[src/rtl/bus_xfer_ctrl_if.sv]
// Bundle of arbiter grants, per-port data sources and the shared output stream
// for the burst transfer controller.
interface bus_xfer_ctrl_if #(
  parameter int DATA_W = 8
);
  logic              gnt_0, gnt_1, gnt_2, gnt_3;
  logic              valid_0, valid_1, valid_2, valid_3;
  logic [DATA_W-1:0] data_0, data_1, data_2, data_3;
  logic              rdy_0, rdy_1, rdy_2, rdy_3;
  logic              done_0, done_1, done_2, done_3;
  logic [DATA_W-1:0] out_data;
  logic              out_valid;
  logic              out_ready;
  logic [1:0]        owner;
  logic              busy;
  logic              abrt;
  logic              err;

  // Arbiter, requesters and downstream sink as seen from outside the controller.
  modport master (
    output gnt_0, gnt_1, gnt_2, gnt_3,
    output valid_0, valid_1, valid_2, valid_3,
    output data_0, data_1, data_2, data_3,
    output out_ready,
    input  rdy_0, rdy_1, rdy_2, rdy_3,
    input  done_0, done_1, done_2, done_3,
    input  out_data, out_valid, owner, busy, abrt, err
  );

  // The controller itself.
  modport slave (
    input  gnt_0, gnt_1, gnt_2, gnt_3,
    input  valid_0, valid_1, valid_2, valid_3,
    input  data_0, data_1, data_2, data_3,
    input  out_ready,
    output rdy_0, rdy_1, rdy_2, rdy_3,
    output done_0, done_1, done_2, done_3,
    output out_data, out_valid, owner, busy, abrt, err
  );
endinterface

[src/rtl/bus_xfer_ctrl.sv]
// Burst transfer controller: serves the one-hot granted port for BURST_LEN
// beats onto a registered valid/ready output stream, pulses done when the last
// beat leaves, and flags multi-grant (sticky err) and lost-grant (abrt) faults.
module bus_xfer_ctrl #(
  parameter int DATA_W    = 8,
  parameter int BURST_LEN = 4
) (
  input  logic                 clk,
  input  logic                 rst,
  bus_xfer_ctrl_if.slave       bus
);

  typedef enum logic [1:0] {IDLE, XFER, DRAIN, REL} state_t;

  localparam logic [4:0] LAST_BEAT = 5'(BURST_LEN - 1);

  state_t            state, state_nxt;
  logic [1:0]        owner_q, owner_nxt;
  logic [4:0]        beat_cnt, beat_cnt_nxt;
  logic [DATA_W-1:0] out_data_q;
  logic              out_valid_q;
  logic              err_q;
  logic              err_set;

  logic [3:0]        gnt, valid;
  logic [DATA_W-1:0] data [4];
  logic [2:0]        grant_cnt;
  logic [1:0]        grant_idx;
  logic              gnt_own, valid_own, slot_free, accept, last_beat, abort, other_gnt;
  logic [3:0]        rdy_vec, done_vec;

  assign gnt     = {bus.gnt_3, bus.gnt_2, bus.gnt_1, bus.gnt_0};
  assign valid   = {bus.valid_3, bus.valid_2, bus.valid_1, bus.valid_0};
  assign data[0] = bus.data_0;
  assign data[1] = bus.data_1;
  assign data[2] = bus.data_2;
  assign data[3] = bus.data_3;

  // Count grants and remember the index of the (highest) one seen.
  always_comb begin
    grant_cnt = '0;
    grant_idx = '0;
    for (int i = 0; i < 4; i++) begin
      if (gnt[i]) begin
        grant_cnt = grant_cnt + 3'd1;
        grant_idx = 2'(i);
      end
    end
  end

  // Owner-side handshake terms; rst gates them so nothing is accepted in reset.
  always_comb begin
    gnt_own   = gnt[owner_q];
    valid_own = valid[owner_q];
    slot_free = !out_valid_q || bus.out_ready;
    accept    = rst && (state == XFER) && gnt_own && valid_own && slot_free;
    last_beat = accept && (beat_cnt == LAST_BEAT);
    abort     = rst && (state == XFER) && !gnt_own;
    other_gnt = |(gnt & ~(4'b0001 << owner_q));
  end

  // Next-state, beat counting, fault detection and per-port strobes.
  always_comb begin
    // NOTE: every signal gets a default first so no path leaves one unassigned (no latches).
    state_nxt    = state;
    owner_nxt    = owner_q;
    beat_cnt_nxt = beat_cnt;
    err_set      = 1'b0;
    rdy_vec      = '0;
    done_vec     = '0;

    if (accept) begin
      rdy_vec[owner_q] = 1'b1;
      beat_cnt_nxt     = beat_cnt + 5'd1;
    end

    unique case (state)
      IDLE: begin
        if (grant_cnt == 3'd1) begin
          state_nxt    = XFER;
          owner_nxt    = grant_idx;
          beat_cnt_nxt = '0;
        end else if (grant_cnt > 3'd1) begin
          err_set = 1'b1;
        end
      end
      XFER: begin
        err_set = other_gnt;
        if (!gnt_own) begin
          state_nxt = IDLE;
        end else if (last_beat) begin
          state_nxt = DRAIN;
        end
      end
      DRAIN: begin
        err_set = other_gnt;
        if (slot_free) begin
          done_vec[owner_q] = rst;
          state_nxt         = REL;
        end
      end
      REL: begin
        err_set = other_gnt;
        if (!gnt_own) begin
          state_nxt = IDLE;
        end
      end
      default: state_nxt = IDLE;
    endcase
  end

  // Control state register with synchronous active-low reset; err is sticky.
  always_ff @(posedge clk) begin
    // NOTE: non-blocking (<=) so every flop samples pre-edge values regardless of block order.
    if (!rst) begin
      state    <= IDLE;
      owner_q  <= '0;
      beat_cnt <= '0;
      err_q    <= 1'b0;
    end else begin
      state    <= state_nxt;
      owner_q  <= owner_nxt;
      beat_cnt <= beat_cnt_nxt;
      err_q    <= err_q | err_set;
    end
  end

  // Output register: load on accept, otherwise empty when consumed.
  always_ff @(posedge clk) begin
    if (!rst) begin
      out_valid_q <= 1'b0;
      out_data_q  <= '0;
    end else if (accept) begin
      out_valid_q <= 1'b1;
      out_data_q  <= data[owner_q];
    end else if (out_valid_q && bus.out_ready) begin
      out_valid_q <= 1'b0;
    end
  end

  assign bus.rdy_0     = rdy_vec[0];
  assign bus.rdy_1     = rdy_vec[1];
  assign bus.rdy_2     = rdy_vec[2];
  assign bus.rdy_3     = rdy_vec[3];
  assign bus.done_0    = done_vec[0];
  assign bus.done_1    = done_vec[1];
  assign bus.done_2    = done_vec[2];
  assign bus.done_3    = done_vec[3];
  assign bus.out_data  = out_data_q;
  assign bus.out_valid = out_valid_q;
  assign bus.owner     = owner_q;
  assign bus.busy      = (state != IDLE);
  assign bus.abrt      = abort;
  assign bus.err       = err_q;

endmodule
[src/flat_wrapper.sv]
// flat-port wrapper written by rule: the top's interface ports become plain ports
module bus_xfer_ctrl_flat 
#(
  parameter int DATA_W    = 8,
  parameter int BURST_LEN = 4
)
  (clk, rst, bus_gnt_0, bus_gnt_1, bus_gnt_2, bus_gnt_3, bus_valid_0, bus_valid_1, bus_valid_2, bus_valid_3, bus_data_0, bus_data_1, bus_data_2, bus_data_3, bus_out_ready, bus_rdy_0, bus_rdy_1, bus_rdy_2, bus_rdy_3, bus_done_0, bus_done_1, bus_done_2, bus_done_3, bus_out_data, bus_out_valid, bus_owner, bus_busy, bus_abrt, bus_err);
  bus_xfer_ctrl_if #(.DATA_W(DATA_W)) bus_i ();
  input  logic clk;
  input  logic rst;
  input wire logic [$bits(bus_i.gnt_0)-1:0] bus_gnt_0;
  input wire logic [$bits(bus_i.gnt_1)-1:0] bus_gnt_1;
  input wire logic [$bits(bus_i.gnt_2)-1:0] bus_gnt_2;
  input wire logic [$bits(bus_i.gnt_3)-1:0] bus_gnt_3;
  input wire logic [$bits(bus_i.valid_0)-1:0] bus_valid_0;
  input wire logic [$bits(bus_i.valid_1)-1:0] bus_valid_1;
  input wire logic [$bits(bus_i.valid_2)-1:0] bus_valid_2;
  input wire logic [$bits(bus_i.valid_3)-1:0] bus_valid_3;
  input wire logic [$bits(bus_i.data_0)-1:0] bus_data_0;
  input wire logic [$bits(bus_i.data_1)-1:0] bus_data_1;
  input wire logic [$bits(bus_i.data_2)-1:0] bus_data_2;
  input wire logic [$bits(bus_i.data_3)-1:0] bus_data_3;
  input wire logic [$bits(bus_i.out_ready)-1:0] bus_out_ready;
  output wire logic [$bits(bus_i.rdy_0)-1:0] bus_rdy_0;
  output wire logic [$bits(bus_i.rdy_1)-1:0] bus_rdy_1;
  output wire logic [$bits(bus_i.rdy_2)-1:0] bus_rdy_2;
  output wire logic [$bits(bus_i.rdy_3)-1:0] bus_rdy_3;
  output wire logic [$bits(bus_i.done_0)-1:0] bus_done_0;
  output wire logic [$bits(bus_i.done_1)-1:0] bus_done_1;
  output wire logic [$bits(bus_i.done_2)-1:0] bus_done_2;
  output wire logic [$bits(bus_i.done_3)-1:0] bus_done_3;
  output wire logic [$bits(bus_i.out_data)-1:0] bus_out_data;
  output wire logic [$bits(bus_i.out_valid)-1:0] bus_out_valid;
  output wire logic [$bits(bus_i.owner)-1:0] bus_owner;
  output wire logic [$bits(bus_i.busy)-1:0] bus_busy;
  output wire logic [$bits(bus_i.abrt)-1:0] bus_abrt;
  output wire logic [$bits(bus_i.err)-1:0] bus_err;
  assign bus_i.gnt_0 = bus_gnt_0;
  assign bus_i.gnt_1 = bus_gnt_1;
  assign bus_i.gnt_2 = bus_gnt_2;
  assign bus_i.gnt_3 = bus_gnt_3;
  assign bus_i.valid_0 = bus_valid_0;
  assign bus_i.valid_1 = bus_valid_1;
  assign bus_i.valid_2 = bus_valid_2;
  assign bus_i.valid_3 = bus_valid_3;
  assign bus_i.data_0 = bus_data_0;
  assign bus_i.data_1 = bus_data_1;
  assign bus_i.data_2 = bus_data_2;
  assign bus_i.data_3 = bus_data_3;
  assign bus_i.out_ready = bus_out_ready;
  assign bus_rdy_0 = bus_i.rdy_0;
  assign bus_rdy_1 = bus_i.rdy_1;
  assign bus_rdy_2 = bus_i.rdy_2;
  assign bus_rdy_3 = bus_i.rdy_3;
  assign bus_done_0 = bus_i.done_0;
  assign bus_done_1 = bus_i.done_1;
  assign bus_done_2 = bus_i.done_2;
  assign bus_done_3 = bus_i.done_3;
  assign bus_out_data = bus_i.out_data;
  assign bus_out_valid = bus_i.out_valid;
  assign bus_owner = bus_i.owner;
  assign bus_busy = bus_i.busy;
  assign bus_abrt = bus_i.abrt;
  assign bus_err = bus_i.err;
  bus_xfer_ctrl #(.DATA_W(DATA_W), .BURST_LEN(BURST_LEN)) u_core (.clk(clk), .rst(rst), .bus(bus_i));
endmodule
[config.mk]
export PLATFORM = sky130hd
export DESIGN_NAME = bus_xfer_ctrl_flat
export DESIGN_NICKNAME = d
export VERILOG_FILES = /design/src/rtl/bus_xfer_ctrl_if.sv /design/src/rtl/bus_xfer_ctrl.sv /design/src/flat_wrapper.sv
export SDC_FILE = /design/constraint.sdc
export NUM_CORES = 1
export LEC_CHECK = 0
export CAP_MARGIN = 0
export CORE_MARGIN = 5
export CORE_UTILIZATION = 40
export DETAILED_ROUTE_END_ITERATION = 8
export HOLD_SLACK_MARGIN = 0.05
export PLACE_DENSITY = 0.85
export SLEW_MARGIN = 20
export SYNTH_ARGS = -nofsm -noshare
export SYNTH_HDL_FRONTEND = slang
export SYNTH_SLANG_ARGS = --single-unit
[constraint.sdc]
create_clock -name clk -period 3.7 [get_ports clk]
set_input_delay 0.37 -clock clk [delete_from_list [all_inputs] [get_ports clk]]
set_output_delay 0.37 -clock clk [all_outputs]
set_load 0.02 [all_outputs]
==> qor.csv <==
stage,metric,value,unit
die,die_width,68.8,µm
power_and_ir_drop,ir_drop,0.149,mV
critical_path,cp-end-kind,output port,
critical_path,cp.arrival,2.60,ns
timing,tns,0,ns
die,ios,65,
cts,post_cts_buffers,0,
status,outcome,"complete, no violations",
yosys,ys_types,38,
die,die_h,68.8,µm
placement,post-dp-hpwl,3150,µm
layout,syn_to_final_growth,50.7,%
timing,relSlewSlack,66.0,%
worst_hold_path,hold_start,u_core.bus.err,
critical_path,required,3.33,ns
cts,cts.sinks,19,
cts,cts_buffers,3,
layout,diodes,0,
route,routed_wirelength,3990,µm
timing,rsz0062_at_grt,no,
global_route,grt_usage,16.6,%
die,num_rows,21,
timing,hold_viol,0,
timing,tightest_slew,0.507,ns
die,die_area,0.00474,mm²
die,fp.coreArea,0.00334,mm²
flow_run,drv_cap,0,
cts,cts_max_level,1,
critical_path,r2r-start,u_core.bus.owner[0],
global_route,overflow,0,
placement,port_buffers,64,
yosys,synth_area_per_cell,8.66,µm²
timing,skew,0.00955,ns
placement,dpl_worst_slack,0.720,ns
timing,fmax,337,MHz
power_and_ir_drop,p_per_area,262,mW/mm²
critical_path,critPathKind,in2out,
critical_path,r2r_setup_slack,1.73,ns
yosys,synth_seq_cells,19,
layout,drive_above_1_share,10.5,%
route,ant_nets,0,
yosys,synth.top_cells.by_area,"dfxtp_1 (27%), mux4_2 (18%), o21ai_0 (5.4%)",
cts,cts_hold_buf,0,
cts,worstSkewPairLatency,0.31,ns
yosys,synth.yosys.warnings,0,
timing,fin_ws,0.728,ns
power_and_ir_drop,p_total,0.546,mW
yosys,ys_seq_area_share,27.5,%
power_and_ir_drop,p_leak,0.716,nW
layout,nNetsFinal,268,
timing,drv_slew,0,
timing,finalCriticalPeriod,2.97,ns
timing,setup_viol_count_final,0,
timing,period_share,80.3,%
global_route,antenna_found_initial,0,
route,drt_iter0_markers,67,
route,vias,1437,
layout,final_cell_mix,"clkdlybuf4s50_1 (64), dfxtp_1 (19), o21ai_0 (15)",
critical_path,critPathLaunchType,input port,
route,detail_route.wl_per_cell,15.0,µm
cts,cts.repair.resized,0,
yosys,yosys.area.top_type,dfxtp_1,
placement,gp_congestion,0.850,
global_route,grt_max_degree,19,
cts,clock_path_buffers,2,
cts,path_clk_slew,0.10,ns
yosys,synth_cells,160,
die,start_util,41.5,%
route,drc,0,
route,firstDrtPassIters,4,
critical_path,critPathMaxFanout,13,
cts,clockRootBuffer,clkbuf_4,
yosys,synth_top_area_share,27.5,%
layout,final_common_cell,clkdlybuf4s50_1,
layout,final_util,62.5,%
route,viasPerCell,5.40,
critical_path,startpoint,bus_gnt_2,
yosys,synth_nets,207,
worst_hold_path,hold_path_class,reg2reg,
global_route,grt_first_pass_wirelength,5920,µm
cts,cts_tree,done,
placement,placed_cells,262,
global_route,grt_pass1_vias,1333,
layout,layout.cells.non_filler,266,
yosys,synthesis.area,0.00139,mm²
[where the power goes]
part           switching [mW]  internal, mW
Clock                  0.0684        0.0404
Combinational          0.0972         0.117
Sequential             0.0105         0.212
Total                   0.176         0.370
[routing by layer]
layer	routed length, µm	part of all wire, %	vias up	track usage (%)
li1	-	-	708	-
met1	1600	40	652	20.6
met2	2000	50	68	27.7
met3	302	7.6	9	3.24
met4	88	2.2	0	7.06
met5	0	0	-	0
[registers in the layout, indices dropped and copies added (netlist names), named ones only]
name,flops
u_core.bus.out_valid,1
u_core.bus.owner,2
u_core.bus.err,1
u_core.beat_cnt,5
u_core.bus.out_data,8
u_core.state,1
[cell usage after synthesis (all sizes together)]
cell,n
dfxtp,19
a21oi,15
o21ai,15
nand2,13
nand3,12
nor2,12
mux4,11
buf,6
inv,6
clkbuf,5
nand2b,5
and2,4
ha,4
nor3,4
mux2i,3
nor2b,3
o31ai,3
a31oi,2
nand4,2
o31a,2
or4,2
xor2,2
a2bb2oi,1
and3b,1
nand3b,1
nor3b,1
nor4,1
nor4b,1
o211a,1
or2,1
or3,1
xor3,1
[through the flow]
| step | area [µm²] | hold WS, ns |
|---|---|---|
| finish | 2090 | 0.483 |
| global route | 2090 | 0.484 |
| CTS | 2090 | 0.479 |
| detailed placement | 2060 | 0.465 |
| global placement | 2060 | 0.455 |
| floorplan | 1390 | 0.465 |
[logic make-up (layout without fill, tap and decap cells)]
family,count (synthesis),in the layout,synth area share (%)
xor gates and xnor gates,3,3,2.98
and+or+nand+nor,64,64,24.3
muxes,14,14,20.1
buffers and inverters,17,77,4.97
DFF,19,19,27.5
adders and majority gates,4,4,3.61
AOI/OAI and AO/OA,39,39,16.6
[worst paths after layout]
| path | end | cells after the start |
|---|---|---|
| min reg2reg | u_core.bus.err | 2 |
| min | u_core.bus.err | 2 |
| max | bus_rdy_0 | 6 |
| max reg2reg | u_core.beat_cnt[4] | 3 |
[worst max-delay path: stages]
cell and delay (ns):
clkdlybuf4s50_1 0.61, and2_1 0.24, mux4_2 0.60, nand2_1 0.18
nor3_1 0.06, clkdlybuf4s50_1 0.54
[area by class of cell]
cell class                      instances  area, µm²
Clock buffer                            3       22.5
Clock inverter                          1       5.00
Fill cell                             295       1250
Inverter                                6       22.5
Multi-Input combinational cell        124        936
Sequential cell                        19        380
Tap cell                               46       57.6
Timing Repair Buffer                   67        663
No activity file was read; power rests on OpenSTA's default activity.
